==> config.mk <==
export PLATFORM = sky130hd
export DESIGN_NAME = crack_ctrl
export DESIGN_NICKNAME = d
export VERILOG_FILES = /design/src/rtl/crack_ctrl.sv
export SDC_FILE = /design/constraint.sdc
export NUM_CORES = 1
export LEC_CHECK = 0
export BUFFER_PORTS_ARGS = -buffer_cell sky130_fd_sc_hd__buf_2
export CAP_MARGIN = 20
export CORE_AREA = 3 3 189 191
export CTS_BUF_LIST = sky130_fd_sc_hd__clkbuf_2 sky130_fd_sc_hd__clkbuf_4 sky130_fd_sc_hd__clkbuf_8
export DETAILED_ROUTE_END_ITERATION = 10
export DIE_AREA = 0 0 192 194
export GPL_ROUTABILITY_DRIVEN = 0
export PLACE_DENSITY = 0.71
export SLEW_MARGIN = 20
export SYNTH_ARGS = -nofsm -noshare
export SYNTH_HDL_FRONTEND = slang
export SYNTH_SLANG_ARGS = --single-unit
==> constraint.sdc <==
create_clock -name clk -period 1.9 [get_ports clk]
set_input_delay 0.095 -clock clk [delete_from_list [all_inputs] [get_ports clk]]
set_output_delay 0.095 -clock clk [all_outputs]
set_load 0.01 [all_outputs]
==> src/rtl/crack_ctrl.sv <==
// -----------------------------------------------------------------------------
// crack_ctrl
// Search sequencer placed between an ASCII decimal candidate generator and a
// hash engine. It offers each candidate to the engine over valid/ready, waits
// for the digest, compares it with the latched target and either stops (match,
// or the last candidate "99999999" was checked) or pulses the generator to
// advance.
//
// Ports
//   clk          system clock
//   reset        synchronous, active-high reset
//   start        one-cycle pulse, begins a search (honoured only when idle)
//   target_hash  digest to search for, sampled on an accepted start
//   cand_in      current candidate from the generator
//   cand_next    one-cycle pulse asking the generator for the next candidate
//   hash_valid   candidate offered to the hash engine
//   hash_ready   hash engine accepts the offered candidate
//   hash_msg     candidate sent to the hash engine
//   digest_valid one-cycle pulse, digest is valid
//   digest       hash engine result
//   busy         high whenever a search is in progress
//   done         sticky, search finished
//   found        sticky, search ended on a match
//   result       matching candidate (valid when found=1)
//   tried_count  number of candidates compared
// -----------------------------------------------------------------------------
module crack_ctrl #(
    parameter int DIGEST_W = 128,
    parameter int CAND_W   = 64,
    parameter int CNT_W    = 32
) (
    input  logic                clk,
    input  logic                reset,
    input  logic                start,
    input  logic [DIGEST_W-1:0] target_hash,
    input  logic [CAND_W-1:0]   cand_in,
    output logic                cand_next,
    output logic                hash_valid,
    input  logic                hash_ready,
    output logic [CAND_W-1:0]   hash_msg,
    input  logic                digest_valid,
    input  logic [DIGEST_W-1:0] digest,
    output logic                busy,
    output logic                done,
    output logic                found,
    output logic [CAND_W-1:0]   result,
    output logic [CNT_W-1:0]    tried_count
);

    typedef enum logic [2:0] {
        ST_IDLE    = 3'd0,
        ST_ISSUE   = 3'd1,
        ST_WAIT    = 3'd2,
        ST_CHECK   = 3'd3,
        ST_ADVANCE = 3'd4,
        ST_FINISH  = 3'd5
    } state_t;

    // True when every character of the candidate is ASCII '9'.
    function automatic logic is_last_cand(input logic [CAND_W-1:0] cand);
        logic all_nines;
        all_nines = 1'b1;
        for (int i = 0; i < CAND_W / 8; i++) begin
            all_nines = all_nines & (cand[i*8 +: 8] == 8'h39);
        end
        return all_nines;
    endfunction

    state_t              state_r;
    state_t              state_next_s;
    logic [DIGEST_W-1:0] target_r;
    logic [CAND_W-1:0]   cur_cand_r;
    logic                match_r;
    logic                digest_match_s;
    logic                last_cand_s;

    logic                cand_next_r;
    logic                hash_valid_r;
    logic [CAND_W-1:0]   hash_msg_r;
    logic                busy_r;
    logic                done_r;
    logic                found_r;
    logic [CAND_W-1:0]   result_r;
    logic [CNT_W-1:0]    tried_count_r;

    // Next-state decode and digest/candidate comparisons.
    always_comb begin
        state_next_s   = state_r;
        digest_match_s = (digest == target_r);
        last_cand_s    = is_last_cand(cur_cand_r);
        case (state_r)
            ST_IDLE: begin
                if (start) state_next_s = ST_ISSUE;
                else       state_next_s = ST_IDLE;
            end
            ST_ISSUE: begin
                if (hash_valid_r && hash_ready) state_next_s = ST_WAIT;
                else                            state_next_s = ST_ISSUE;
            end
            ST_WAIT: begin
                if (digest_valid) state_next_s = ST_CHECK;
                else              state_next_s = ST_WAIT;
            end
            ST_CHECK: begin
                if (match_r || last_cand_s) state_next_s = ST_FINISH;
                else                        state_next_s = ST_ADVANCE;
            end
            ST_ADVANCE: state_next_s = ST_ISSUE;
            ST_FINISH:  state_next_s = ST_IDLE;
            default:    state_next_s = ST_IDLE;
        endcase
    end

    // State register, registered outputs and search bookkeeping.
    always_ff @(posedge clk) begin
        if (reset) begin
            state_r       <= ST_IDLE;
            target_r      <= {DIGEST_W{1'b0}};
            cur_cand_r    <= {CAND_W{1'b0}};
            match_r       <= 1'b0;
            cand_next_r   <= 1'b0;
            hash_valid_r  <= 1'b0;
            hash_msg_r    <= {CAND_W{1'b0}};
            busy_r        <= 1'b0;
            done_r        <= 1'b0;
            found_r       <= 1'b0;
            result_r      <= {CAND_W{1'b0}};
            tried_count_r <= {CNT_W{1'b0}};
        end else begin
            state_r      <= state_next_s;
            busy_r       <= (state_next_s != ST_IDLE);
            hash_valid_r <= (state_next_s == ST_ISSUE);
            // The advance pulse must be high during CHECK, so it is decided
            // one cycle early, when the digest arrives in WAIT.
            cand_next_r  <= (state_r == ST_WAIT) && digest_valid &&
                            !digest_match_s && !last_cand_s;
            // Capture the candidate once on entry to ISSUE; it then stays
            // stable for as long as the engine stalls.
            if ((state_r != ST_ISSUE) && (state_next_s == ST_ISSUE)) begin
                hash_msg_r <= cand_in;
            end
            case (state_r)
                ST_IDLE: begin
                    if (start) begin
                        target_r      <= target_hash;
                        done_r        <= 1'b0;
                        found_r       <= 1'b0;
                        tried_count_r <= {CNT_W{1'b0}};
                    end
                end
                ST_ISSUE: begin
                    if (hash_valid_r && hash_ready) begin
                        cur_cand_r <= hash_msg_r;
                    end
                end
                ST_WAIT: begin
                    if (digest_valid) begin
                        match_r <= digest_match_s;
                    end
                end
                ST_CHECK: begin
                    tried_count_r <= tried_count_r + {{(CNT_W-1){1'b0}}, 1'b1};
                    if (match_r) begin
                        result_r <= cur_cand_r;
                        found_r  <= 1'b1;
                        done_r   <= 1'b1;
                    end else if (last_cand_s) begin
                        found_r  <= 1'b0;
                        done_r   <= 1'b1;
                    end
                end
                default: begin
                end
            endcase
        end
    end

    assign cand_next   = cand_next_r;
    assign hash_valid  = hash_valid_r;
    assign hash_msg    = hash_msg_r;
    assign busy        = busy_r;
    assign done        = done_r;
    assign found       = found_r;
    assign result      = result_r;
    assign tried_count = tried_count_r;

endmodule

==> metrics.txt, run 1 <==
I/O pin count=490; final setup TNS=-0.04100 ns; chip height=194 µm; crit-path most repeated cell=nand4_1; Total Routed Length=54,370 µm; Ys Warns=0; top cells by count, synth=nand2_1 (670), dfxtp_1 (361), a21oi_1 (339); CTS Buffer Depth=3; Tmin final=1.937 ns; Worst-path clk slew=0.06 ns; #FFs+latches synth=361; RSZ-0062 raised after global routing=true; final hold slack=0.04711 ns; FFs w/ async S/R, synth=0%; area delta synth->final=46.85%; buffer and inverter count on the worst path=1; cell family with most CP delay=simple AND/OR/NAND/NOR gates; maximum VDD drop=608.4 µV; startpoint types=register; Worst EP arrival=2.48 ns; Non-Filler Instances=3,030; post-synth top area share=50.03%; critical path class=reg2reg; # DRC=0; Rows=68; Final ANT Viol Nets=0; final worst slack=-0.03689 ns; period utilization=101.9%; Power Density=815.9 mW/mm²; Via density=5.125; total congestion overflow=0; wire per inst=17.94 µm; mapped cell area=0.01445 mm²; slowest CP cell=or4_1; Mean Syn Cell Area=7.893 µm²; cell at the root of the clock tree=clkbuf_8; Hold Path Class=in2reg; Syn Inst Count=1,830; cts bufs inserted=58; Pleak=9.008 nW; fill count=2,826; sequential element share of the synthesized area=50.03%; ys flop type=dfxtp_1; required time of the worst setup path=2.44 ns; cell with the most instances after synthesis=nand2_1; starting DRC count in detailed routing=783; Least-Margin Pin Slew=0.5692 ns; # Max-Cap Violations=0; main area contributors after synthesis=dfxtp_1 (50%), nand2_1 (17%), a21oi_1 (12%), xor2_1 (5.1%), clkbuf_1 (2.5%); number of global-route vias before repair=15,487; total track usage=27.41%; DRT Pass-1 Iters=7; global-route wire length before repair=81,320 µm; Max Clock Freq=0.5163 GHz; Die Wd=192 µm; final setup violating endpoints=2; largest net degree at the start of global routing=95; share of layout cells above drive strength 1=28.09%; status=complete, but fails checks; initial antenna violation count=8; Core Box Area=0.03429 mm²; Initial Util=42.13%; Final Core Density=61.87%; failing checks=negative setup slack; routed vias=15,529; CP endpoint kind=register; Fin. Hold Viols=0; clock latency on the worst-skew pair=0.64 ns; CTS tree=done; Num Clock Sinks=361; full die area=0.03725 mm²; final instance area=0.02121 mm²; Placed Instance Area=0.01773 mm²; CTS H-tree lvls=2; placed insts=2,724; number of I/O port buffers=489; top cell type by total area after synthesis=dfxtp_1; CP Max Fanout=2; Slew Viols, Final=0; Layout Nets=2,852; Cell variety after synth=58; half-perimeter wire length after placement=36,220 µm; Worst Skew=0.01861 ns; CP cell instances=xnor2_2 -> nand4_1 -> or4_1 -> nor4_2 -> buf_4 -> nand4_1 -> nor3b_2; headroom to the max-slew limit=62.06%; Post-synth EDFFs=0; max incr delay on CP=0.50 ns; Synthesized Nets=2,156
power breakdown:
| part | switching, W | internal, W |
|---|---|---|
| sequential | 0.000237 | 0.00787 |
| combinational | 0.00121 | 0.00106 |
| clock | 0.00312 | 0.00381 |
metrics by stage:
step	total power [W]	setup slack, ns
after floorplan	0.009191	0.03020
after global routing	0.01797	-0.1358
after CTS	0.01738	-0.2339
final	0.01731	-0.03689
after detailed placement	0.01012	-0.5655
after global placement	0.01009	-0.4985
path summary, 6_finish.rpt:
kind                                   start    endpoint  slack [ns]  depth (start not counted)
worst max-delay path            target_r[42]   cand_next       -0.04                          7
worst min register to register    result[45]  result[45]        0.45                          2
worst max register to register  target_r[42]   cand_next       -0.04                          7
worst min-delay path              digest[47]     match_r        0.05                          6
metal layers:
metal	track usage (%)	part of all wire (%)	up-vias
met5	0	0.053	-
met4	14.33	4.8	4
met3	7.756	8.8	151
met2	47.94	50	691
met1	29.93	37	7237
li1	-	-	7446
layout by cell type, fill, tap and decap left out, types with 5 or more instances in the layout:
cell           instances
nand4_1               22
nand3_1               17
dfxtp_2                9
a21oi_1              339
mux2_2                11
nor2_1                32
nor2b_1                5
nor4_1                20
nor4_2                 5
or3_1                  6
xor2_1                83
xnor2_1               35
nor4bb_4               5
o21ai_0                7
buf_12                15
diode_2                8
clkbuf_4              23
inv_1                 11
buf_2                488
clkbuf_8              71
nand2_1              668
and3_1                 8
dfxtp_1              352
dlygate4sd3_1        196
buf_4                 50
worst register-to-register path: stages (launching register included):
cell	delay [ns]
dfxtp_1	0.34
xnor2_2	0.21
nand4_1	0.14
or4_1	0.50
nor4_2	0.16
buf_4	0.16
nand4_1	0.14
nor3b_2	0.20
final cells by class:
type / instances / area (µm²) / share of cell area (%)
tap: 455 / 569.3 / 2.684
sequential: 361 / 7238 / 34.12
clock inverter: 7 / 57.56 / 0.2713
clock buffer: 94 / 1150 / 5.421
antenna: 8 / 20.02 / 0.09437
multi-input combinational: 1343 / 7030 / 33.14
inverter: 11 / 41.29 / 0.1946
timing repair buffer: 751 / 5106 / 24.07
state kept, by name (all words and copies together), names as in the netlist:
signal,flops
busy,1
cand_next,1
hash_valid,1
target_r,128
result,64
tried_count,32
found,1
state_r,3
match_r,1
done,1
hash_msg,64
cur_cand_r,64
cells by family after synthesis:
logic type      after synthesis  synth area share [%]
mux                          13                 1.005
simple gates                839                 24.78
fa+ha+maj                     1               0.08660
compound gates              369                 13.28
xor+xnor                    121                 7.337
buf+inv                     126                 3.482
flops                       361                 50.03
what timing repair did:
action / in CTS / in global routing
gates cloned: 0 / 0
endpoints found under the hold margin: 244 / 0
pin swaps: 12 / 11
buffers inserted: 2 / 1
resized for setup: 12 / 40
setup endpoints to repair: 9 / 12
hold buffers: 196 / 0
No activity file was read; power rests on OpenSTA's default activity.
==> inputs of run 2 (changes only) <==
CELL_PAD_IN_SITES_DETAIL_PLACEMENT = 0   (was unset)
CELL_PAD_IN_SITES_GLOBAL_PLACEMENT = 2   (was unset)
CORE_AREA = unset   (was 3 3 189 191)
CORE_MARGIN = 3   (was unset)
CORE_UTILIZATION = 26   (was unset)
DIE_AREA = unset   (was 0 0 192 194)
PLACE_DENSITY = unset   (was 0.71)
PLACE_DENSITY_LB_ADDON = 0.1   (was unset)
==> metrics.txt, run 2 (synthesis gave the netlist of run 1 again) <==
Hold Path Class=in2reg; Total Routed Length=60,520 µm (+11%); Max Clock Freq=0.4985 GHz (-3.4%); Reg area=0.007244 mm² (about the same); Worst Skew=0.01367 ns (-0.004936 ns); starting DRC count in detailed routing=538 (-31%); commonest non-fill, non-tap cell in the layout=nand2_1; critical path class=reg2reg; Pleak=9.275 nW (+3.0%); required time of the worst setup path=2.41 ns (-0.03 ns); CTS tree=done; wire per inst=17.99 µm (+0.26%); Fin. Hold Viols=0 (unchanged); Final ANT Viol Nets=0 (unchanged); I/O pin count=490 (unchanged); CTS H-tree lvls=3 (+1); Least-Margin Pin Slew=0.5798 ns (+0.01067 ns); fill count=5,804 (+110%); Final Core Density=40.46% (-21 points); Slew Viols, Final=0 (unchanged); Power Density=837.7 mW/mm² (+2.7%); buffer and inverter count on the worst path=1 (unchanged); failing checks=negative setup slack; worst r2r src=target_r[124]; Largest register FFs=128 (unchanged); CP cell instances=xor2_2 -> a221o_1 -> or4_4 -> nor4_4 -> nand4_1 -> buf_4 -> nor3b_2; Critical R2R Capture=cand_next; CP endpoint kind=register; chip height=241.7 µm (+25%); total track usage=20.15% (-7.3 points); total congestion overflow=0 (unchanged); global-route wire length before repair=92,010 µm (+13%); startpoint types=register; CTS Buffer Depth=3 (unchanged); Die Wd=241.7 µm (+26%); largest net degree at the start of global routing=77 (-19%); # Max-Cap Violations=0 (unchanged); Worst-path clk slew=0.05 ns (about the same); Overall Power=0.01842 W (+6.4%); most frequent cells in the layout=nand2_1 (669), buf_2 (488), dfxtp_1 (349); number of I/O port buffers=489 (unchanged); status=complete, but fails checks; FF-to-FF setup slack=-0.11 ns (-0.07 ns); full die area=0.05842 mm² (+57%); maximum VDD drop=437.1 µV (-28%); cell family with most CP delay=simple AND/OR/NAND/NOR gates; cell at the root of the clock tree=clkbuf_8; area delta synth->final=52.21%; Layout Nets=2,884 (+1.1%); RSZ-0062 raised after global routing=true; final setup violating endpoints=4 (+2); cts bufs inserted=70 (+21%); initial antenna violation count=25 (+17); Via density=4.471 (-13%); half-perimeter wire length after placement=44,000 µm (+21%); clock latency on the worst-skew pair=0.62 ns (-0.02 ns); final worst slack=-0.1060 ns (-0.06909 ns); headroom to the max-slew limit=61.34% (-0.71 points); final hold slack=0.1354 ns (+0.08827 ns); CP Max Fanout=2 (unchanged); share of layout cells above drive strength 1=29.08% (+0.99 points); period utilization=105.6% (+3.6 points); Worst EP arrival=2.52 ns (+0.04 ns); Placed Instance Area=0.01826 mm² (+3.0%); # DRC=0 (unchanged); Initial Util=26.58% (-16 points); R2R depth=7 (unchanged); Core Box Area=0.05435 mm² (+58%); Hold EP=match_r; slowest CP cell=or4_4; hold_sp=digest[47]; Num Clock Sinks=361 (unchanged); max incr delay on CP=0.43 ns (-0.07 ns); final setup TNS=-0.2150 ns (-0.1740 ns); Largest Register=target_r; routed vias=15,040 (-3.1%); Rows=85 (+25%); DRT Pass-1 Iters=4 (-3); Tmin final=2.006 ns (+0.06909 ns); Multi-input gate area=0.006964 mm² (-0.94%); final instance area=0.02199 mm² (+3.7%); number of global-route vias before repair=15,113 (-2.4%); worst hold path depth=7 (+1)
## run 2: cell count changes in the layout (fill, tap and decap cells not counted), moves of 3 or more
cell      previous run  this run
dfxtp_1            352       349
buf_12              15        19
diode_2              8        18
nor4bb_4             5         1
clkbuf_4            23        29
clkbuf_8            71        87
nor4_4               2         5
buf_4               50        63
buf_6                1         4
nor4bb_1             1         4
## run 2: stage by stage
| stage | setup WS (ns) | std cells |
|---|---|---|
| 2_1_floorplan | 0.03020 | 1830 |
| 3_3_place_gp | -0.4054 | 3024 |
| 3_5_place_dp | -0.4315 | 3024 |
| 4_1_cts | -0.1743 | 3342 |
| 5_1_grt | -0.1813 | 3360 |
| 6_report | -0.1060 | 3364 |
## run 2: cell type report
type	instances	area share, %
multi-input combinational	1343	31.67
inverter	11	0.1878
timing repair buffer	771	24.18
tap	739	4.205
sequential	361	32.95
antenna	18	0.2049
clock inverter	5	0.1593
clock buffer	116	6.436
## run 2: worst max-delay path by stage
stage / startpoint / endpoint / slack [ns] / depth (start not counted)
floorplan: tried_count[0] / tried_count[26] / 0.03 / 6
global placement: target_r[124] / cand_next / -0.41 / 6
detailed placement: target_r[124] / cand_next / -0.43 / 6
CTS: target_r[36] / cand_next / -0.17 / 8
global route: target_r[124] / cand_next / -0.18 / 7
finish: target_r[124] / cand_next / -0.11 / 7
## run 2: per-layer routing
metal	GRT usage, %	share of wire [%]	vias up
met5	0	0.14	-
met4	7.072	2.7	12
met3	6.691	6.6	111
met2	33.82	48	386
met1	24.13	43	6980
li1	-	-	7551
## run 2: where the power goes
group / total, W / switching, W / internal, W
sequential: 0.00810 / 0.000225 / 0.00788
clock: 0.00804 / 0.00338 / 0.00466
combinational: 0.00228 / 0.00118 / 0.00110
total: 0.0184 / 0.00478 / 0.0136
## run 2: tightest hold or removal path: cells and delay by family
family,cells,cell delay [ns]
buffers and inverters,2,0.21
AND/OR/NAND/NOR,3,0.26
AO/OA/AOI/OAI,1,0.07
XOR/XNOR,1,0.06
## run 2: timing repair
item | CTS | global route
buffers inserted | 1 | 5
endpoints found under the hold margin | 232 | 0
pin swaps | 9 | 17
hold buffers | 196 | 0
endpoints found under the setup margin | 8 | 80
gates resized for setup | 25 | 25
cloned | 0 | 0
==> inputs of run 3 (changes only) <==
ABC_AREA = 1   (was unset)
SETUP_SLACK_MARGIN = 0.4   (was unset)
TNS_END_PERCENT = 5   (was unset)
==> metrics.txt, run 3 <==
Sw Share=27.23% (+1.3 points); share of layout cells above drive strength 1=28.09% (-0.98 points); Largest register FFs=128 (unchanged); cts bufs inserted=71 (+1.4%); global-route wire length before repair=96,140 µm (+4.5%); commonest non-fill, non-tap cell in the layout=nand2_1; ys flop type=dfxtp_1; Post-synth EDFFs=0 (unchanged); headroom to the max-slew limit=63.13% (+1.8 points); Worst EP arrival=2.10 ns (-0.42 ns); final setup violating endpoints=0 (-4); Cell variety after synth=40 (-31%); Synthesized Nets=2,462 (+14%); Power Density=817.8 mW/mm² (-2.4%); Least-Margin Pin Slew=0.5531 ns (-0.02674 ns); Fin. Hold Viols=0 (unchanged); cell at the root of the clock tree=clkbuf_8; Die Wd=249.2 µm (+3.1%); FF-to-FF setup slack=0.29 ns (+0.40 ns); period utilization=84.64% (-21 points); Slew Viols, Final=0 (unchanged); #FFs+latches synth=361 (unchanged); FFs w/ async S/R, synth=0% (unchanged); Largest Register=target_r; area delta synth->final=51.72%; most frequent cells in the layout=nand2_1 (504), buf_2 (488), dfxtp_1 (332); Layout Nets=3,176 (+10%); internal power=0.01389 W (+1.8%); Final ANT Viol Nets=0 (unchanged); wire per inst=17.39 µm (-3.3%); mapped cell area=0.01538 mm² (+6.5%); Num Clock Sinks=361 (unchanged); CTS tree=done; Worst Skew=0.03521 ns (+0.02153 ns); final worst slack=0.2919 ns (+0.3978 ns); Total Routed Length=63,800 µm (+5.4%); Max Clock Freq=0.6218 GHz (+25%); total congestion overflow=0 (unchanged); required time of the worst setup path=2.40 ns (about the same); number of I/O port buffers=489 (unchanged); Core Box Area=0.05814 mm² (+7.0%); Tmin final=1.608 ns (-0.3978 ns); Syn Inst Count=2,136 (+17%); initial antenna violation count=12 (-52%); CTS Buffer Depth=3 (unchanged); top cells by count, synth=nand2_1 (521), dfxtp_1 (361), a21oi_1 (286); Mean Syn Cell Area=7.200 µm² (-8.8%); Comb pwr share=14.5% (+2.1 points); CP endpoint kind=register; final setup TNS=0 ns (+0.2150 ns); # DRC=0 (unchanged); DRT Pass-1 Iters=5 (+1); maximum VDD drop=392.6 µV (-10%); pre-CTS WS=0.1445 ns (+0.5759 ns); final hold slack=0.07977 ns (-0.05561 ns); # Max-Cap Violations=0 (unchanged); half-perimeter wire length after placement=41,010 µm (-6.8%); clock latency on the worst-skew pair=0.64 ns (+0.02 ns); total track usage=19.58% (-0.57 points); post-synth top area share=46.99% (-3.0 points); startpoint types=register; Pleak=9.922 nW (+7.0%); sequential element share of the synthesized area=46.99% (-3.0 points); I/O pin count=490 (unchanged); Ys Warns=0 (unchanged); cell with the most instances after synthesis=nand2_1; Hold Path Class=in2reg; status=complete, no violations; starting DRC count in detailed routing=847 (+57%); Via density=4.493 (+0.49%); Sw Pwr=0.005196 W (+8.6%); largest net degree at the start of global routing=99 (+29%); full die area=0.06211 mm² (+6.3%); Final Core Density=40.14% (-0.32 points); main area contributors after synthesis=dfxtp_1 (47%), nand2_1 (13%), a21oi_1 (9.3%), o21ai_0 (5.9%), xnor2_1 (5.4%); Initial Util=26.45% (-0.13 points); clock network power share=42.3% (-1.4 points); critical path class=reg2reg; Worst-path clk slew=0.06 ns (about the same); sequential share of power=43.3% (-0.7 points); CP Max Fanout=21 (+19); top cell type by total area after synthesis=dfxtp_1; CTS H-tree lvls=3 (unchanged); RSZ-0062 raised after global routing=true; chip height=249.2 µm (+3.1%); Rows=88 (+3.5%); number of global-route vias before repair=16,452 (+8.9%); routed vias=16,484 (+9.6%)
## run 3: worst paths after layout
path | endpoint | startpoint | depth (start not counted)
worst min-delay path | match_r | digest[82] | 10
worst min register to register | result[25] | result[25] | 2
worst max register to register | target_r[33] | state_r[1] | 7
worst max-delay path | target_r[33] | state_r[1] | 7
## run 3: repair_timing
action,in CTS,in global routing
buffers inserted,22,7
cloned,8,5
endpoints found under the hold margin,200,2
pin swaps,19,40
hold buffers,194,1
endpoints found under the setup margin,252,271
resized for setup,82,67
## run 3: through the flow
| step | power (W) | cell area, µm² | cells |
|---|---|---|---|
| detailed placement | 0.01054 | 18810 | 3305 |
| CTS | 0.01936 | 22920 | 3646 |
| global route | 0.02012 | 23330 | 3669 |
| global placement | 0.01052 | 18810 | 3305 |
| finish | 0.01908 | 23330 | 3669 |
| floorplan | 0.009575 | 15410 | 2136 |
## run 3: layout make-up
| type | count | area, µm² |
|---|---|---|
| diodes | 10 | 25.02 |
| repair buffers | 762 | 5548 |
| clock inverters | 9 | 56.30 |
| well taps | 765 | 957.2 |
| multi-input cells | 1475 | 7406 |
| inverters | 179 | 698.2 |
| fillers | 6169 | 34800 |
| flip-flops and latches | 361 | 7276 |
| clock buffers | 108 | 1368 |
## run 3: critical path: stages, from the launching register on
cell and delay [ns]:
dfxtp_4 0.36, or2_4 0.28, nor2_4 0.14, nand2_8 0.11
buf_12 0.15, bufbuf_16 0.29, nand2_1 0.06, a21oi_1 0.06
## run 3: cells by family after synthesis
group / synth area share, %
xor gates and xnor gates: 5.410
AOI/OAI and AO/OA: 15.86
and+or+nand+nor: 23.81
DFF: 46.99
buffers and inverters: 7.842
adders and majority gates: 0.08134
## run 3: metal layers
| metal | global-route usage (%) | routed length, µm | up-vias |
|---|---|---|---|
| met5 | 0 | 18 | - |
| met4 | 7.775 | 2296 | 2 |
| met3 | 5.231 | 3660 | 131 |
| met2 | 32.70 | 30270 | 444 |
| met1 | 23.96 | 27560 | 7562 |
| li1 | - | - | 8345 |
## run 3: power by group through the flow
stage	Combinational (W)	Sequential, W	Clock (W)
3_3_place_gp	0.00212	0.00840	0
2_1_floorplan	0.00118	0.00840	0
3_5_place_dp	0.00213	0.00841	0
5_1_grt	0.00308	0.00830	0.00874
4_1_cts	0.00270	0.00825	0.00842
6_report	0.00276	0.00825	0.00807
